File: src/rtl/fwd_arb_if.sv
// Bus bundle between the forwarder, the arbiter and the packetfilter cores.
//   slave  : arbiter view (forwarder requests and core responses in; grants and muxed data out)
//   master : forwarder/cores view (the opposite directions)
//   fwd_*           forwarder side: read address/strobe, done pulse, ready, muxed read data/length
//   rdy_for_fwd*    per-core packet-ready request and one-hot grant acknowledge
//   core_*          per-core broadcast address, read strobe, done pulse, packed read data/length
interface fwd_arb_if #(
  parameter int unsigned N      = 4,
  parameter int unsigned ADDR_W = 8,
  parameter int unsigned DATA_W = 64,
  parameter int unsigned LEN_W  = 32
);
  logic [ADDR_W-1:0]   fwd_addr;
  logic                fwd_rd_en;
  logic                fwd_done;
  logic                fwd_rdy;
  logic [DATA_W-1:0]   fwd_rd_data;
  logic                fwd_rd_data_vld;
  logic [LEN_W-1:0]    fwd_bytes;
  logic [N-1:0]        rdy_for_fwd;
  logic [N-1:0]        rdy_for_fwd_ack;
  logic [ADDR_W-1:0]   core_addr;
  logic [N-1:0]        core_rd_en;
  logic [N-1:0]        core_done;
  logic [N*DATA_W-1:0] core_rd_data;
  logic [N-1:0]        core_rd_data_vld;
  logic [N*LEN_W-1:0]  core_bytes;

  modport slave (
    input  fwd_addr, fwd_rd_en, fwd_done,
    input  rdy_for_fwd, core_rd_data, core_rd_data_vld, core_bytes,
    output fwd_rdy, fwd_rd_data, fwd_rd_data_vld, fwd_bytes,
    output rdy_for_fwd_ack, core_addr, core_rd_en, core_done
  );

  modport master (
    output fwd_addr, fwd_rd_en, fwd_done,
    output rdy_for_fwd, core_rd_data, core_rd_data_vld, core_bytes,
    input  fwd_rdy, fwd_rd_data, fwd_rd_data_vld, fwd_bytes,
    input  rdy_for_fwd_ack, core_addr, core_rd_en, core_done
  );
endinterface

File: src/rtl/fwd_arb.sv
// Round-robin arbiter letting N packetfilter cores share one packet forwarder.
// A core raising rdy_for_fwd is granted (one-cycle ack), then owns the forwarder
// until fwd_done; read strobes, done and read data are routed to/from that core only.
//   clk  : clock, rising edge
//   rst  : asynchronous active-low reset
//   bus  : fwd_arb_if.slave bundle (forwarder side and per-core side)
module fwd_arb #(
  parameter int unsigned N                  = 4,
  parameter int unsigned PACKMEM_ADDR_WIDTH = 8,
  parameter int unsigned PACKMEM_DATA_WIDTH = 64,
  parameter int unsigned PLEN_WIDTH         = 32
) (
  input  logic    clk,
  input  logic    rst,
  fwd_arb_if.slave bus
);

  localparam int unsigned PW = (N > 1) ? $clog2(N) : 1;
  localparam int unsigned DW = PACKMEM_DATA_WIDTH;
  localparam int unsigned LW = PLEN_WIDTH;

  typedef enum logic {IDLE, BUSY} state_t;

  state_t        state, state_n;
  logic [N-1:0]  sel, sel_n;
  logic [PW-1:0] ptr, ptr_n;
  logic [N-1:0]  ack, ack_n;
  logic          rdy_q;

  logic          found;
  logic [PW-1:0] pick;
  logic [N-1:0]  pick_oh;
  logic [PW-1:0] gnt_idx;

  // Round-robin search: first requester at or above ptr, else the lowest one (wrap).
  always_comb begin
    found = 1'b0;
    pick  = '0;
    for (int i = 0; i < int'(N); i++) begin
      if (!found && bus.rdy_for_fwd[i] && (PW'(i) >= ptr)) begin
        found = 1'b1;
        pick  = PW'(i);
      end
    end
    for (int i = 0; i < int'(N); i++) begin
      if (!found && bus.rdy_for_fwd[i]) begin
        found = 1'b1;
        pick  = PW'(i);
      end
    end
  end

  // One-hot form of the chosen requester.
  always_comb begin
    pick_oh = '0;
    for (int i = 0; i < int'(N); i++) begin
      pick_oh[i] = (PW'(i) == pick);
    end
  end

  // Index of the currently granted core, used to advance ptr past it.
  always_comb begin
    gnt_idx = '0;
    for (int i = 0; i < int'(N); i++) begin
      if (sel[i]) gnt_idx = PW'(i);
    end
  end

  // State, grant and pointer registers.
  always_ff @(posedge clk or negedge rst) begin
    if (!rst) begin
      state <= IDLE;
      sel   <= '0;
      ptr   <= '0;
      ack   <= '0;
      rdy_q <= 1'b0;
    end else begin
      state <= state_n;
      sel   <= sel_n;
      ptr   <= ptr_n;
      ack   <= ack_n;
      rdy_q <= (state_n == BUSY);
    end
  end

  // Next-state logic; requests are only sampled in IDLE, done only in BUSY.
  always_comb begin
    state_n = state;
    sel_n   = sel;
    ptr_n   = ptr;
    ack_n   = '0;
    unique case (state)
      IDLE: begin
        sel_n = '0;
        if (found) begin
          state_n = BUSY;
          sel_n   = pick_oh;
          ack_n   = pick_oh;
        end
      end
      BUSY: begin
        if (bus.fwd_done) begin
          state_n = IDLE;
          sel_n   = '0;
          ptr_n   = (gnt_idx == PW'(N - 1)) ? '0 : gnt_idx + PW'(1);
        end
      end
      default: begin
        state_n = IDLE;
        sel_n   = '0;
      end
    endcase
  end

  logic                          busy;
  logic [PACKMEM_ADDR_WIDTH-1:0] addr_c;
  logic [DW-1:0]                 rd_data_c;
  logic                          rd_vld_c;
  logic [LW-1:0]                 bytes_c;

  assign busy   = (state == BUSY);
  assign addr_c = bus.fwd_addr;

  // Return path: AND-OR mux over the one-hot grant, all zero when nobody is granted.
  always_comb begin
    rd_data_c = '0;
    rd_vld_c  = 1'b0;
    bytes_c   = '0;
    for (int i = 0; i < int'(N); i++) begin
      if (sel[i]) begin
        rd_data_c = rd_data_c | bus.core_rd_data[i*DW +: DW];
        rd_vld_c  = rd_vld_c  | bus.core_rd_data_vld[i];
        bytes_c   = bytes_c   | bus.core_bytes[i*LW +: LW];
      end
    end
  end

  assign bus.fwd_rdy         = rdy_q;
  assign bus.rdy_for_fwd_ack = ack;
  assign bus.core_addr       = addr_c;
  assign bus.core_rd_en      = sel & {N{bus.fwd_rd_en & busy}};
  assign bus.core_done       = sel & {N{bus.fwd_done & busy}};
  assign bus.fwd_rd_data     = rd_data_c;
  assign bus.fwd_rd_data_vld = rd_vld_c;
  assign bus.fwd_bytes       = bytes_c;

endmodule

File: src/flat_wrapper.sv
// flat-port wrapper written by rule: the top's interface ports become plain ports
module fwd_arb_flat 
#(
  parameter int unsigned N                  = 4,
  parameter int unsigned PACKMEM_ADDR_WIDTH = 8,
  parameter int unsigned PACKMEM_DATA_WIDTH = 64,
  parameter int unsigned PLEN_WIDTH         = 32
)
  (clk, rst, bus_fwd_addr, bus_fwd_rd_en, bus_fwd_done, bus_rdy_for_fwd, bus_core_rd_data, bus_core_rd_data_vld, bus_core_bytes, bus_fwd_rdy, bus_fwd_rd_data, bus_fwd_rd_data_vld, bus_fwd_bytes, bus_rdy_for_fwd_ack, bus_core_addr, bus_core_rd_en, bus_core_done);
  fwd_arb_if #(.N(N), .ADDR_W((8)), .DATA_W((64)), .LEN_W((32))) bus_i ();
  input  logic clk;
  input  logic rst;
  input wire logic [$bits(bus_i.fwd_addr)-1:0] bus_fwd_addr;
  input wire logic [$bits(bus_i.fwd_rd_en)-1:0] bus_fwd_rd_en;
  input wire logic [$bits(bus_i.fwd_done)-1:0] bus_fwd_done;
  input wire logic [$bits(bus_i.rdy_for_fwd)-1:0] bus_rdy_for_fwd;
  input wire logic [$bits(bus_i.core_rd_data)-1:0] bus_core_rd_data;
  input wire logic [$bits(bus_i.core_rd_data_vld)-1:0] bus_core_rd_data_vld;
  input wire logic [$bits(bus_i.core_bytes)-1:0] bus_core_bytes;
  output wire logic [$bits(bus_i.fwd_rdy)-1:0] bus_fwd_rdy;
  output wire logic [$bits(bus_i.fwd_rd_data)-1:0] bus_fwd_rd_data;
  output wire logic [$bits(bus_i.fwd_rd_data_vld)-1:0] bus_fwd_rd_data_vld;
  output wire logic [$bits(bus_i.fwd_bytes)-1:0] bus_fwd_bytes;
  output wire logic [$bits(bus_i.rdy_for_fwd_ack)-1:0] bus_rdy_for_fwd_ack;
  output wire logic [$bits(bus_i.core_addr)-1:0] bus_core_addr;
  output wire logic [$bits(bus_i.core_rd_en)-1:0] bus_core_rd_en;
  output wire logic [$bits(bus_i.core_done)-1:0] bus_core_done;
  assign bus_i.fwd_addr = bus_fwd_addr;
  assign bus_i.fwd_rd_en = bus_fwd_rd_en;
  assign bus_i.fwd_done = bus_fwd_done;
  assign bus_i.rdy_for_fwd = bus_rdy_for_fwd;
  assign bus_i.core_rd_data = bus_core_rd_data;
  assign bus_i.core_rd_data_vld = bus_core_rd_data_vld;
  assign bus_i.core_bytes = bus_core_bytes;
  assign bus_fwd_rdy = bus_i.fwd_rdy;
  assign bus_fwd_rd_data = bus_i.fwd_rd_data;
  assign bus_fwd_rd_data_vld = bus_i.fwd_rd_data_vld;
  assign bus_fwd_bytes = bus_i.fwd_bytes;
  assign bus_rdy_for_fwd_ack = bus_i.rdy_for_fwd_ack;
  assign bus_core_addr = bus_i.core_addr;
  assign bus_core_rd_en = bus_i.core_rd_en;
  assign bus_core_done = bus_i.core_done;
  fwd_arb #(.N(N), .PACKMEM_ADDR_WIDTH(PACKMEM_ADDR_WIDTH), .PACKMEM_DATA_WIDTH(PACKMEM_DATA_WIDTH), .PLEN_WIDTH(PLEN_WIDTH)) u_core (.clk(clk), .rst(rst), .bus(bus_i));
endmodule
File: config.mk
export PLATFORM = sky130hd
export DESIGN_NAME = fwd_arb_flat
export DESIGN_NICKNAME = d
export VERILOG_FILES = /design/src/rtl/fwd_arb_if.sv /design/src/rtl/fwd_arb.sv /design/src/flat_wrapper.sv
export SDC_FILE = /design/constraint.sdc
export NUM_CORES = 1
export LEC_CHECK = 0
export ABC_AREA = 1
export CAP_MARGIN = 5
export CORE_AREA = 2 2 203 205
export CTS_BUF_LIST = sky130_fd_sc_hd__clkbuf_4 sky130_fd_sc_hd__clkbuf_8
export CTS_CLUSTER_SIZE = 8
export DETAILED_ROUTE_END_ITERATION = 12
export DIE_AREA = 0 0 205 207
export PLACE_DENSITY = 0.37
export RECOVER_POWER = 25
export SYNTH_ARGS = -nofsm -noshare
export SYNTH_HDL_FRONTEND = slang
export SYNTH_SLANG_ARGS = --single-unit
File: constraint.sdc
create_clock -name clk -period 1.38 [get_ports clk]
set_clock_uncertainty 0.1 [all_clocks]
set_input_delay 0.276 -clock clk [delete_from_list [all_inputs] [get_ports clk]]
set_output_delay 0.276 -clock clk [all_outputs]
set_load 0.01 [all_outputs]
; ---- Yosys cells after proc, flatten, opt, wreduce, memory -nomap -nowiden
; Index checks and enable logic that the tools add are counted.
[word_totals]
ram_bits = 0
elab_cells = 86
latch_bits = 0
romBits = 0
out_inout_bits = 118
mem_count = 0
regBits = 11
input_bits = 404
[op_classes]
n_addsub = 1
shifts = 0
n_mux = 38
n_mul = 0
magnitude_cmp = 4
n_bitwise = 14
div_mod_pow = 0
n_reduce_logical = 20
n_eq_ne = 5
[ops]
columns = cell, count
row1 = 64-bit two-way mux, 4
row2 = 64-bit bitwise OR, 3
row3 = 32-bit two-way mux, 4
row4 = 32-bit bitwise OR, 3
row5 = 2-bit two-way mux, 9
row6 = 1-bit two-way mux, 16
row7 = 4-bit two-way mux, 3
row8 = 1-bit logical AND, 11
row9 = 4-bit AND, 2
row10 = 4-bit case mux with 2 select lines, 1
row11 = 1-bit logical NOT, 7
row12 = "2-bit == test, first input constant", 2
row13 = "1-bit by 2-bit >= comparator with 1-bit output, first input constant", 2
row14 = "2-bit >= comparator, first input constant", 2
row15 = 1-bit bitwise OR, 3
row16 = "2-bit by 1-bit adder with 2-bit output, second input constant", 1
row17 = 1-bit AND, 2
row18 = "1-bit by 2-bit == test with 1-bit output, first input constant", 1
row19 = "2-bit == test, second input constant", 1
row20 = 2-bit logical NOT, 1
row21 = "2-bit inequality test, second input constant", 1
row22 = 1-bit case mux with 2 select lines, 1
row23 = 2-bit AND reduction, 1
row24 = 1-bit NOT, 1

; ---- Depth between registers and ports, before layout
[depth]
word_depth = 30
depth_mapped = 10

; ---- Worst setup path before layout
; No wires, ideal clock.
[synth_timing]
path_kind = flip-flop to output port
start = register u_core.sel[2]
end = output bus_fwd_bytes[10]
setup_slack_ps = -2
stages_incl_launch_ff = 6
n_path_buf = 3
arrival_ps = 1006
required_ps = 1004
cell_sequence = dfrtp_1 buf_2 buf_2 buf_2 nand2_1 nand4_1
[synth_between]
elab_chain_cells = 3
[synth_rtl]
columns = element, line
row1 = "start, declared", fwd_arb.sv:25  ; logic [N-1:0] sel, sel_n;
row2 = "start signal, assigned", fwd_arb.sv:79  ; sel <= sel_n;
row3 = 32-bit two-way mux (*), fwd_arb.sv:130  ; if (sel[i]) begin
row4 = 32-bit bitwise OR, fwd_arb.sv:133  ; bytes_c = bytes_c | bus.core_bytes[i*LW +: LW];
row5 = 32-bit two-way mux (*), fwd_arb.sv:130
row6 = "end, declared", flat_wrapper.sv:23  ; output wire logic [$bits(bus_i.fwd_bytes)-1:0] bus_fwd_bytes;
; Every way passes the cells marked *; elsewhere a longest branch is shown, timed or not.

; ---- Final worst setup path
[layout_timing]
start = register u_core.sel[1]
end = output bus_fwd_rd_data[36]
[layout_between]
elab_chain_cells = 5
[layout_rtl]
columns = element, line
row1 = 64-bit two-way mux (*), fwd_arb.sv:130
row2 = 64-bit bitwise OR, fwd_arb.sv:131  ; rd_data_c = rd_data_c | bus.core_rd_data[i*DW +: DW];
row3 = 64-bit two-way mux (*), fwd_arb.sv:130
row4 = 64-bit bitwise OR, fwd_arb.sv:131
row5 = 64-bit two-way mux (*), fwd_arb.sv:130
row6 = "end, declared", flat_wrapper.sv:21  ; output wire logic [$bits(bus_i.fwd_rd_data)-1:0] bus_fwd_rd_data;
; Marked as above.

==> flow_metrics.tcl <==
set metrics [dict create \
    synthAdderAreaFrac_pct 0 \
    fin_cells 1725 \
    clkSlewWorstSetupHoldPaths_ps 50 \
    worstReg2RegEnd "u_core.ptr[0]" \
    yosysWarningCount 0 \
    vdd_drop_max_mv 0.619 \
    synth_nets 1013 \
    maxCapViolCount 0 \
    vias 6281 \
    io_pins 522 \
    holdCritStartpoint "bus_fwd_addr[4]" \
    setup-violations-final 109 \
    powerDensity_nw_per_um2 1470 \
    worstPathRequired_ps 1000 \
    drtAntennaViolNets 0 \
    period_share_pct 140 \
    nNetsFinal 1596 \
    clk_latency_ps 240 \
    fmax_ghz 0.518 \
    p_leak_nw 4.46 \
    grt_util_all_layers_pct 14.4 \
    clock-sinks 11 \
    fin_crit_ps 1930 \
    worst_pin_slew_ps 706 \
    reg2reg_depth 6 \
    setup_ws_ps -552 \
    r2r_start "u_core.sel[1]" \
    endpoint_kind "primary output" \
    drtIter0Drc 274 \
    core_um2 40400 \
    min_to "bus_core_addr[4]" \
    hold_depth 0 \
    syn_to_final_growth_pct 265 \
    synth-compound-area-share_pct 2.14 \
    cts_buffer_depth 2 \
    critical_path_class "flop to primary output" \
    die_area_um2 42400 \
    dr.pass1.iters 4 \
    fillCellCount 4514 \
    synth_mux_area_share_pct 0 \
    first_global_vias 6675 \
    avgRoutedWirePerCell_um 18.7 \
    htreeDepth 1 \
    placement.io_buffers 505 \
    synth-xor-area-share_pct 0 \
    ctsRootBufferMaster "clkbuf_8" \
    drive_gt1_share_pct 33.8 \
    layout_commonest_cell "clkdlybuf4s50_1" \
    rsz0062_at_grt "true" \
    hp-class "primary input to primary output" \
    synth-seq-cells 11 \
    tritoncts "done" \
    syn_area_um2 2870 \
    fp.dieH_um 207 \
    drc 0 \
    dp_hpwl_um 21500 \
    overflow 0 \
    grt_pass1_wl_um 44700 \
    dieWidth_um 205 \
    hold_violations 0 \
    routed_wl_um 32300 \
    synth-simple-area-share_pct 77.8 \
    dp_cells 1654 \
    post-route-util_pct 26.0 \
    synth_top_family_by_area "simple AND/OR/NAND/NOR gates" \
    ys_types 20 \
    rows 74 \
    slew_headroom_pct 52.9 \
    final_cell_mix "clkdlybuf4s50_1, nand2_1, nand2_2, nand4_1, buf_2" \
    antenna_found_initial 2 \
    r2r_setup_slack_ps -110 \
    critPathMaxFanout 8 \
    tns_ps -47430 \
    cts_buffers 3 \
    failed_checks "setup timing" \
    drt-vias-per-instance 3.64 \
    cp-start-kind "flop" \
    yosysSeqAreaShare_pct 9.59 \
    avgSynthCellArea_um2 4.72 \
    routabilityCongestion 0.847 \
    final-max-slew-violation-count 0 \
    crit_arrival_ps 1560 \
    grt_max_degree 15 \
    status "finished with violations" \
    initial_utilization_pct 7.11 \
    synthCells 609 \
]
==> how the worst max path moves through the flow <==
stage               depth (start not counted)  slack [ps]           from                  end
global placement                            4        -630   bus_fwd_done     bus_core_done[2]
global route                                6        -600  u_core.sel[1]  bus_fwd_rd_data[43]
finish                                      6        -550  u_core.sel[1]  bus_fwd_rd_data[36]
floorplan                                   5          -2  u_core.sel[2]    bus_fwd_bytes[10]
detailed placement                          4        -630   bus_fwd_done     bus_core_done[2]
CTS                                         5        -560  u_core.sel[2]    bus_fwd_bytes[16]
==> what timing repair did <==
item	4_1_cts	5_1_grt
cloned	24	1
resized for setup	636	95
pin swaps	88	44
endpoints found under the setup margin	118	114
buffers inserted	38	8
hold buffers	0	0
==> per-layer routing <==
| metal | vias to the layer above | GRT usage, % | part of all wire (%) | routed length, um |
|---|---|---|---|---|
| li1 | 3174 | - | - | - |
| met1 | 2819 | 17.4 | 41 | 13400 |
| met2 | 257 | 27.0 | 51 | 16600 |
| met3 | 31 | 2.31 | 6.0 | 1950 |
| met4 | 0 | 1.76 | 1.3 | 420 |
| met5 | - | 0 | 0 | 0 |
==> cell usage after synthesis, drive strengths merged <==
cell type	n	share of area (%)
o21bai	1	0.26
nor2	16	2.2
o21ai	2	0.35
nand3	5	0.87
a21oi	2	0.74
nand2	404	53
a21boi	1	0.26
a221oi	1	0.31
nand4	98	22
dfrtp	11	9.6
o22ai	1	0.22
inv	15	2.0
clkbuf	28	3.7
buf	24	4.9
==> per-stage QoR <==
step / setup WS, ps / area (um^2) / hold WS, ps / power [mW]
floorplan: -2.08 / 2870 / -120 / 4.68
global placement: -629 / 8970 / 430 / 12.1
detailed placement: -627 / 8970 / 416 / 12.0
CTS: -564 / 10100 / 248 / 15.3
global route: -599 / 10500 / 452 / 16.5
finish: -552 / 10500 / 452 / 15.5
==> critical path, cell delays in order (launching register included) <==
cell     delay [ps]
dfrtp_4         560
buf_12          170
buf_12          140
buf_12          140
nand2_4          50
nand4_1          70
buf_2           150
==> layout make-up <==
type                            count  area (um^2)  share of cell area, %
Sequential cell                    11          290                   2.77
Clock buffer                        4         48.8                  0.465
Multi-Input combinational cell    531         2910                   27.7
Antenna cell                        2         5.00                 0.0477
Inverter                           15         83.8                  0.799
Tap cell                          532          666                   6.35
Timing Repair Buffer              630         6490                   61.8
==> state kept, by name, summed over array words and instances, names as in the netlist <==
signal,cells
u_core.bus.rdy_for_fwd_ack,4
u_core.ptr,2
u_core.sel,4
u_core.busy,1
==> logic make-up after synthesis <==
group                  Yosys count
DFF                             11
AOI/OAI and AO/OA                8
buffers and inverters           67
and+or+nand+nor                523
==> where the power goes <==
| group | switching (mW) | total, mW | internal (mW) |
|---|---|---|---|
| logic | 7.04 | 14.4 | 7.38 |
| registers | 0.228 | 0.689 | 0.461 |
| clock network | 0.134 | 0.358 | 0.224 |
| total | 7.40 | 15.5 | 8.06 |
No activity file was read; power rests on OpenSTA's default activity.
==> edit: new RTL, same settings <==
Reset style: synchronous (`rst`), changed in one clocked block. Comments in the files are not updated.
--- a/src/rtl/fwd_arb.sv
+++ b/src/rtl/fwd_arb.sv
@@ -67,7 +67,7 @@
   end
 
   // State, grant and pointer registers.
-  always_ff @(posedge clk or negedge rst) begin
+  always_ff @(posedge clk) begin
     if (!rst) begin
       state <= IDLE;
       sel   <= '0;
Behaviour: differs if rst is asserted again (counterexample within 4 cycles, from zero or initial values and one cycle with rst low); with rst held inactive, the same outputs for 10 cycles.
==> edit against the original RTL <==
The run still ends with setup timing left; sequential cell count unchanged; first-iteration DRC count shrank 10%; critical path depth stayed put; wire length up 1.5%; setup slack better by 190 ps; highest routed layer is now met5; design area fell by 1.8%; synthesized area fell by 0.83%.
Power is left out: it rests on default switching activity, and per cell area and clock period it moved more than threefold.
==> edit: results <==
metrics = {
    "run_status": {
        "outcome": "complete, but fails checks",
        "violations": "setup timing",
    },
    "yosys": {
        "synthesis.nets": 1021,
        "synth_flop_cell": "dfxtp_1",
        "synth_compound_gate_area_share": 0.0158,
        "synth_area_leaders": "nand2_1 54%, nand4_1 22%, dfxtp_1 7.7%",
        "async_flop_share": 0,
    },
    "timing": {
        "setup_viol": 107,
        "fin_ws_ps": -361,
    },
    "global_route": {
        "grt_pass1_vias": 6644,
        "met1_usage": 0.148,
        "met2_usage": 0.265,
    },
    "worst_setup_path": {
        "path_max_fanout": 7,
        "endpoint": "bus_fwd_bytes[5]",
        "regToRegEndpoint": "u_core.ptr[0]$_SDFFE_PN0P_",
        "r2r_cells": 7,
        "r2r-start": "u_core.sel[1]$_SDFFE_PN0P_",
        "worstSetupStartpoint": "u_core.sel[3]$_SDFFE_PN0P_",
    },
    "place": {
        "finalWeightedCongestion": 0.815,
        "post-place-ws_ps": -703,
    },
    "routing": {
        "wl_met2_mm": 16.8,
        "num_vias": 6512,
        "route.met3.wl_mm": 2.84,
        "wl_per_cell_um": 19.1,
        "met1_length_mm": 12.3,
    },
    "clock_tree": {
        "postCtsSetupBuffers": 27,
    },
    "finish": {
        "fill_cells": 4513,
        "fin_nets": 1591,
        "n_antenna_cell": 0,
    },
    "hold_path": {
        "worstHoldPathType": "input pin to register",
        "holdPathStages": 4,
    },
}
-- edit: worst min-delay path by stage --
stage	from	end
3_3_place_gp	u_core.ptr[1]$_SDFFE_PN0P_	u_core.ptr[1]$_SDFFE_PN0P_
6_report	bus_rdy_for_fwd[3]	u_core.bus.rdy_for_fwd_ack[3]$_SDFF_PP0_
5_1_grt	bus_rdy_for_fwd[3]	u_core.bus.rdy_for_fwd_ack[3]$_SDFF_PP0_
3_5_place_dp	u_core.ptr[1]$_SDFFE_PN0P_	u_core.ptr[1]$_SDFFE_PN0P_
2_1_floorplan	bus_rdy_for_fwd[3]	u_core.bus.rdy_for_fwd_ack[3]$_SDFF_PP0_
4_1_cts	u_core.ptr[1]$_SDFFE_PN0P_	u_core.ptr[1]$_SDFFE_PN0P_
-- edit: stage by stage --
stage	area, um2	TNS (ps)	hold slack, ps	cells
final	10300	-28570	386	1718
after global routing	10300	-34210	433	1718
after CTS	9720	-32230	404	1705
after detailed placement	8960	-52010	421	1655
after global placement	8960	-52140	415	1655
after floorplan	2850	0	320	617
-- edit: final cells by class --
type | instances | area, um2 | share of cell area
repair buffers | 617 | 6410 | 0.622
multi-input cells | 537 | 2840 | 0.276
well taps | 532 | 666 | 0.0646
flip-flops and latches | 11 | 244 | 0.0237
inverters | 17 | 90.1 | 0.00875
clock buffers | 4 | 48.8 | 0.00474
-- edit: worst max-delay path, cell delays in order (launching register included) --
cell and delay [ps]:
dfxtp_4 360, buf_12 160, buf_12 140, clkbuf_16 160, nand2_1 60, nand4_1 90, buf_2 150
-- edit: cells by family after synthesis --
kind of cell,after synthesis
AOI/OAI and AO/OA,7
buffers and inverters,69
DFF,11
and+or+nand+nor,530
